--- config.mk ---
export PLATFORM = sky130hd
export DESIGN_NAME = vga_timing_core
export DESIGN_NICKNAME = d
export VERILOG_FILES = /design/src/rtl/vga_timing_core.sv
export SDC_FILE = /design/constraint.sdc
export NUM_CORES = 1
export LEC_CHECK = 0
export BUFFER_PORTS_ARGS = -buffer_cell sky130_fd_sc_hd__buf_2
export CORE_UTILIZATION = 55
export CTS_BUF_LIST = sky130_fd_sc_hd__clkbuf_8
export DETAILED_ROUTE_END_ITERATION = 8
export PLACE_DENSITY = 0.87
export RECOVER_POWER = 50
export SYNTH_ARGS = -nofsm -noshare
export SYNTH_HDL_FRONTEND = slang
export SYNTH_SLANG_ARGS = --single-unit
--- constraint.sdc ---
create_clock -name clk -period 3.78 [get_ports clk]
set_input_delay 0.189 -clock clk [delete_from_list [all_inputs] [get_ports clk]]
set_output_delay 0.189 -clock clk [all_outputs]
set_load 0.02 [all_outputs]
--- src/rtl/vga_timing_core.sv ---
// vga_timing_core: 640x480@60 raster generator for the 50 MHz system clock.
// Divides clk down to the pixel rate, runs the h/v counters that upstream
// colour logic reads as (x, y), and registers sync/blank/colour one pixel
// period later so every field on the DAC bus stays aligned.
module vga_timing_core #(
  parameter int CLK_DIV  = 2,
  parameter int H_ACTIVE = 640,
  parameter int H_FP     = 16,
  parameter int H_SYNC   = 96,
  parameter int H_BP     = 48,
  parameter int V_ACTIVE = 480,
  parameter int V_FP     = 10,
  parameter int V_SYNC   = 2,
  parameter int V_BP     = 33
) (
  input  logic        clk,
  input  logic        rst,
  input  logic [7:0]  r,
  input  logic [7:0]  g,
  input  logic [7:0]  b,
  output logic [9:0]  x,
  output logic [9:0]  y,
  output logic        frame_start,
  output logic        vblank,
  output logic [28:0] vga_output_data
);

  localparam int H_TOTAL  = H_ACTIVE + H_FP + H_SYNC + H_BP;
  localparam int V_TOTAL  = V_ACTIVE + V_FP + V_SYNC + V_BP;
  localparam int HS_START = H_ACTIVE + H_FP;
  localparam int HS_END   = HS_START + H_SYNC;
  localparam int VS_START = V_ACTIVE + V_FP;
  localparam int VS_END   = VS_START + V_SYNC;
  localparam int DIV_W    = $clog2(CLK_DIV);

  // True when cnt lies in the half-open window [lo, hi).
  function automatic logic in_window(input logic [9:0] cnt, input int lo, input int hi);
    return (int'(cnt) >= lo) && (int'(cnt) < hi);
  endfunction

  logic [DIV_W-1:0] div_cnt_q, div_cnt_d;
  logic [9:0]       hcount_q, hcount_d;
  logic [9:0]       vcount_q, vcount_d;
  logic             hs_q, hs_d;
  logic             vs_q, vs_d;
  logic             blank_n_q, blank_n_d;
  logic [23:0]      rgb_q, rgb_d;
  logic             frame_start_q, frame_start_d;

  logic pix_en, vga_clk, h_last, v_last;
  logic active, hs_raw, vs_raw;

  // Divider phase, pixel strobe and raster decode of the current count.
  always_comb begin
    pix_en  = (div_cnt_q == DIV_W'(CLK_DIV - 1));
    vga_clk = (div_cnt_q >= DIV_W'(CLK_DIV / 2));
    h_last  = (hcount_q == 10'(H_TOTAL - 1));
    v_last  = (vcount_q == 10'(V_TOTAL - 1));
    active  = (int'(hcount_q) < H_ACTIVE) && (int'(vcount_q) < V_ACTIVE);
    hs_raw  = !in_window(hcount_q, HS_START, HS_END);
    vs_raw  = !in_window(vcount_q, VS_START, VS_END);
  end

  // Next state for the divider and the h/v counters; counters only move on pix_en.
  always_comb begin
    div_cnt_d = pix_en ? '0 : div_cnt_q + DIV_W'(1);
    hcount_d  = hcount_q;
    vcount_d  = vcount_q;
    if (pix_en) begin
      hcount_d = h_last ? 10'd0 : hcount_q + 10'd1;
      if (h_last) begin
        vcount_d = v_last ? 10'd0 : vcount_q + 10'd1;
      end
    end
  end

  // Output stage: capture the decode and gated colour once per pixel so the
  // DAC lags the counter by exactly one pixel period on every field.
  always_comb begin
    hs_d          = hs_q;
    vs_d          = vs_q;
    blank_n_d     = blank_n_q;
    rgb_d         = rgb_q;
    frame_start_d = pix_en && h_last && v_last;
    if (pix_en) begin
      hs_d      = hs_raw;
      vs_d      = vs_raw;
      blank_n_d = active;
      rgb_d     = active ? {r, g, b} : 24'h0;
    end
  end

  // State registers; reset parks the raster at (0,0) with syncs idle.
  always_ff @(posedge clk or negedge rst) begin
    if (!rst) begin
      div_cnt_q     <= '0;
      hcount_q      <= 10'd0;
      vcount_q      <= 10'd0;
      hs_q          <= 1'b1;
      vs_q          <= 1'b1;
      blank_n_q     <= 1'b0;
      rgb_q         <= 24'h0;
      frame_start_q <= 1'b0;
    end else begin
      div_cnt_q     <= div_cnt_d;
      hcount_q      <= hcount_d;
      vcount_q      <= vcount_d;
      hs_q          <= hs_d;
      vs_q          <= vs_d;
      blank_n_q     <= blank_n_d;
      rgb_q         <= rgb_d;
      frame_start_q <= frame_start_d;
    end
  end

  assign x               = hcount_q;
  assign y               = vcount_q;
  assign frame_start     = frame_start_q;
  assign vblank          = (int'(vcount_q) >= V_ACTIVE);
  // Composite sync is not used by the DAC, so sync_n is tied low.
  assign vga_output_data = {vga_clk, blank_n_q, 1'b0, hs_q, vs_q, rgb_q};

endmodule

# Yosys cells after proc, flatten, opt, wreduce, memory -nomap -nowiden

Cells that the tools add are included.

Output and inout port bits: 51
Input port bits: 26
Register bits: 49
Logic and storage cells: 33

Magnitude comparators: 8
Reduce and logical (&&, ||, !) cells: 8
Equality and inequality tests: 2
Add/sub/neg operators: 3
Muxes and demuxes: 4

Operators with widths:

| kind                                                  | number |
|---|---|
| 2-to-1 mux 24 bit                                     | 1 |
| adder 10 x 1 -> 10 bit (second input constant)        | 2 |
| equality test 10 bit (second input constant)          | 2 |
| >= comparator 10 x 9 -> 1 bit (second input constant) | 2 |
| < comparator 10 bit (second input constant)           | 2 |
| < comparator 10 x 9 -> 1 bit (second input constant)  | 2 |
| 2-to-1 mux 10 bit                                     | 2 |
| >= comparator 10 bit (second input constant)          | 1 |
| logical AND 1 bit                                     | 5 |
| logical NOT 1 bit                                     | 2 |
| AND reduction 2 bit                                   | 1 |
| adder 1 bit (second input constant)                   | 1 |
| >= comparator 1 bit (second input constant)           | 1 |
| 2-to-1 mux 1 bit                                      | 1 |

# Depth between registers and ports, before layout

Word-level depth: 3
Mapped depth: 6
Gate-level depth less buffers: 6

# Least setup slack after synthesis

No wires, ideal clock.

Path kind: register -> register
From: register vcount_q[0] (netlist: y[0])
To: register vcount_q[3] (netlist: y[3])
Path buffers: 0
Data required time: 3.646 ns
Library setup time: 0.134 ns
Path slack: 2.223 ns
Arrival time: 1.424 ns
Cell stages (with the launch flop): 7
Period minus slack after synthesis: 1.557 ns
Path through: dfrtp_1 inv_1 ha_1 nor4b_1 nand4_1 a22oi_1 o31ai_1

Cells in the longest elaborated chain, start to end: 2
Elaborated cells on any way between the ends: 3
Those cells by class: 1 x add/sub; 1 x eq/ne; 1 x mux

Ends and longest elaborated chain:

| what                                                           | line   | RTL |
|---|---|---|
| from (decl)                                                    | 43     | `logic [9:0] vcount_q, vcount_d;` |
| from (signal assigned)                                         | 107    | `vcount_q <= vcount_d;` |
| adder 10 x 1 -> 10 bit or equality test 10 bit (tied branches) | 72, 58 |  |
| 2-to-1 mux 10 bit *                                            | 72     | `vcount_d = v_last ? 10'd0 : vcount_q + 10'd1;` |

Mark *: on every way between the ends. The rest lies on a longest branch, timed or not.
A chain may end at the register's enable or synchronous reset.

==> impl_results.md <==
- Status: finished with violations
- Failing checks: max-capacitance violations, max-slew violations
- Ant. Diodes: 0
- CTS root buf: clkbuf_8
- R2R Setup Slk: 1.78 ns
- Drt drc: 0
- Critical path destination: frame_start
- Fmax: 0.497 GHz
- Endpoint class of the critical path: asynchronous set/reset pin
- Cts bufs inserted: 5
- Tcrit/Tclk final: 53.2%
- Worst Path Arrival: 1.91 ns
- WS Path Type: input pin to asynchronous set/reset pin
- H-tree levels: 2
- Port-buffer cells: 75
- CTS Buffer Depth: 2
- Routability Congestion: 0.843
- CP Depth: 1
- DP Cell Count: 297
- R2R depth: 3
- Setup bufs post-CTS: 0
- Worst r2r dst: vs_q
- Post-synth top area share: 54.8%
- Pwr dens: 353 nW/µm²
- Design Area, Final: 2560 µm²
- Vias: 1682
- Total power: 0.906 mW
- Tmin final: 2.01 ns
- Ys async rst share: 100%
- Initial antenna violation count: 0
- Setup WS post-layout: 1.77 ns
- Critical path origin: rst
- Buf+Inv Stages, Crit Path: 1
- Post-CTS Resized: 0
- Die ar.: 4160 µm²
- Slew margin rel.: -62.8%
- Die Wd: 64.5 µm
- Core ar.: 3690 µm²
- CP Max Fanout: 49
- Final wirelength: 4490 µm
- CTS tree: yes
- Cell Chain, Critical Path: clkbuf_1
- Post-DP Area: 2510 µm²
- Hold Crit Class: input pin to flip-flop
- Post-synthesis net count: 216
- Crit path required time: 3.68 ns
- Synth area leader: dfrtp_1
- Clock-pin slew on the worst setup and hold paths: 0.09 ns
- Routed length per placed instance: 14.7 µm
- Largest net degree at the start of global routing: 50
- Hold Path Stages: 2
- First-pass GRT wire length: 7250 µm
- CP max stage cell: clkbuf_1
- Nets: 287
- Filler instances: 305
- Area growth, synth to finish: 19.5%
- Most used DFF post-synth: dfrtp_1
- Worst setup SP type: input pin
- Part of the Yosys area used for sequential elements: 57.3%
- FF+latch count, synth: 49
- Post-DP HPWL: 3150 µm
- Unrepaired setup endpoints after global routing: no
- Max-cap violations: 1
- 1st-pass router iterations: 4
- VDD IR-drop max: 0.197 mV
- Area of the multi-input gates: 817 µm²
- Sink Count: 49
- Setup TNS: 0 ns
- Slowest stage delay, CP: 1.71 ns
- Worst hold slack: 0.0919 ns
- Pins Over Slew Limit: 50
- Commonest cells after routing, fill and taps aside: buf_2 (49), dfrtp_1 (47), clkbuf_1 (26)
- EDFF count, synth: 0
- Cell class contributing the biggest share of worst-path delay: buffers and inverters
- Commonest non-fill, non-tap cell in the layout: buf_2
- P_leak: 1.33 nW
- Starting Density: 58.2%
- # IOs: 77
- Mean Syn Cell Area: 11.6 µm²
- Synth warn: 0
- Vias/cell: 5.51
- Seq. cell area: 1230 µm²
- DRT iter0 DRCs: 131
- Min-delay src: r[1]
- ANT nets after route: 0
- Final setup vio count: 0
- Final Hold Vio Count: 0
- All-Layer GR Usage: 23.3%
- Dpl ws: 1.82 ns
- Worst Skew: 0.0117 ns
- Vias in the first global route: 1573
- Post-Syn Area: 2150 µm²
- DIE HEIGHT: 64.5 µm
- Clock Latency Late Sink: 0.31 ns
- Synth Instances: 185
- Post-layout utilization of the core: 69.5%
- CTS hold repair buffers: 0
- Share of post-route cells with drive strength above 1: 25.3%
- FP Rows: 22
- Slew of the pin with the lowest slew margin: 2.44 ns
- R2R Path Start: div_cnt_q
- Largest cells by area after synthesis: dfrtp_1 (55%), a22o_1 (9.8%), ha_1 (2.9%)
- Finished Layout Cells: 305
- Global route overflow: 0
- Yosys cell types: 42
-- cell families (layout without fill, tap and decap cells) --
family                   count (synthesis)  after routing  synth area share (%)
XOR/XNOR                                 7              7                  2.86
buffers and inverters                   19             91                  4.66
flip-flops                              49             49                  57.3
AND/OR/NAND/NOR                         55             55                  14.7
other                                    1              1                 0.175
AO/OA/AOI/OAI                           47             47                  16.5
multiplexers                             2              2                 0.933
adder cells (fa/ha/maj)                  5              5                  2.92
-- how the worst min path moves through the flow --
stage	slack, ns	end
floorplan	-0.11	blank_n_q
global placement	0.41	rgb_q[11]
detailed placement	0.41	rgb_q[7]
CTS	0.09	rgb_q[20]
global route	0.08	rgb_q[20]
finish	0.09	rgb_q[17]
-- routing by layer --
metal / share of wire [%] / up-vias / GRT usage (%)
met2: 50 / 57 / 37.5
met3: 5.2 / 10 / 3.87
met5: 0 / - / 0
met1: 42 / 807 / 30.9
li1: - / 808 / -
met4: 2.2 / 0 / 10.6
-- report_power, final --
part	internal [mW]	total [mW]	leakage, nW	switching [mW]
Combinational	0.0230	0.0615	0.674	0.0385
Sequential	0.537	0.545	0.602	0.00765
Clock	0.129	0.300	0.0497	0.171
-- synth_stat cells, types with 4 or more instances --
| cell type | n |
|---|---|
| inv_1 | 7 |
| a22o_1 | 24 |
| nand4_1 | 6 |
| buf_4 | 5 |
| nand2_1 | 12 |
| xor2_1 | 4 |
| dfrtp_1 | 47 |
| nand3_1 | 8 |
| ha_1 | 5 |
| o31ai_1 | 5 |
| o21ai_0 | 10 |
| nor2_1 | 9 |
-- sequential cells by signal, indices dropped and copies added, names as in the netlist --
signal	flops
div_cnt_q	1
rgb_q	24
vs_q	1
frame_start	1
blank_n_q	1
y	10
hs_q	1
x	10
-- layout make-up --
cell class | instances | share of cell area, %
Clock buffer | 5 | 2.68
Clock inverter | 3 | 0.683
Inverter | 8 | 1.17
Multi-Input combinational cell | 117 | 31.9
Sequential cell | 49 | 47.9
Tap cell | 48 | 2.34
Timing Repair Buffer | 75 | 13.4
Note: power is estimated with default switching activity, not from simulation.
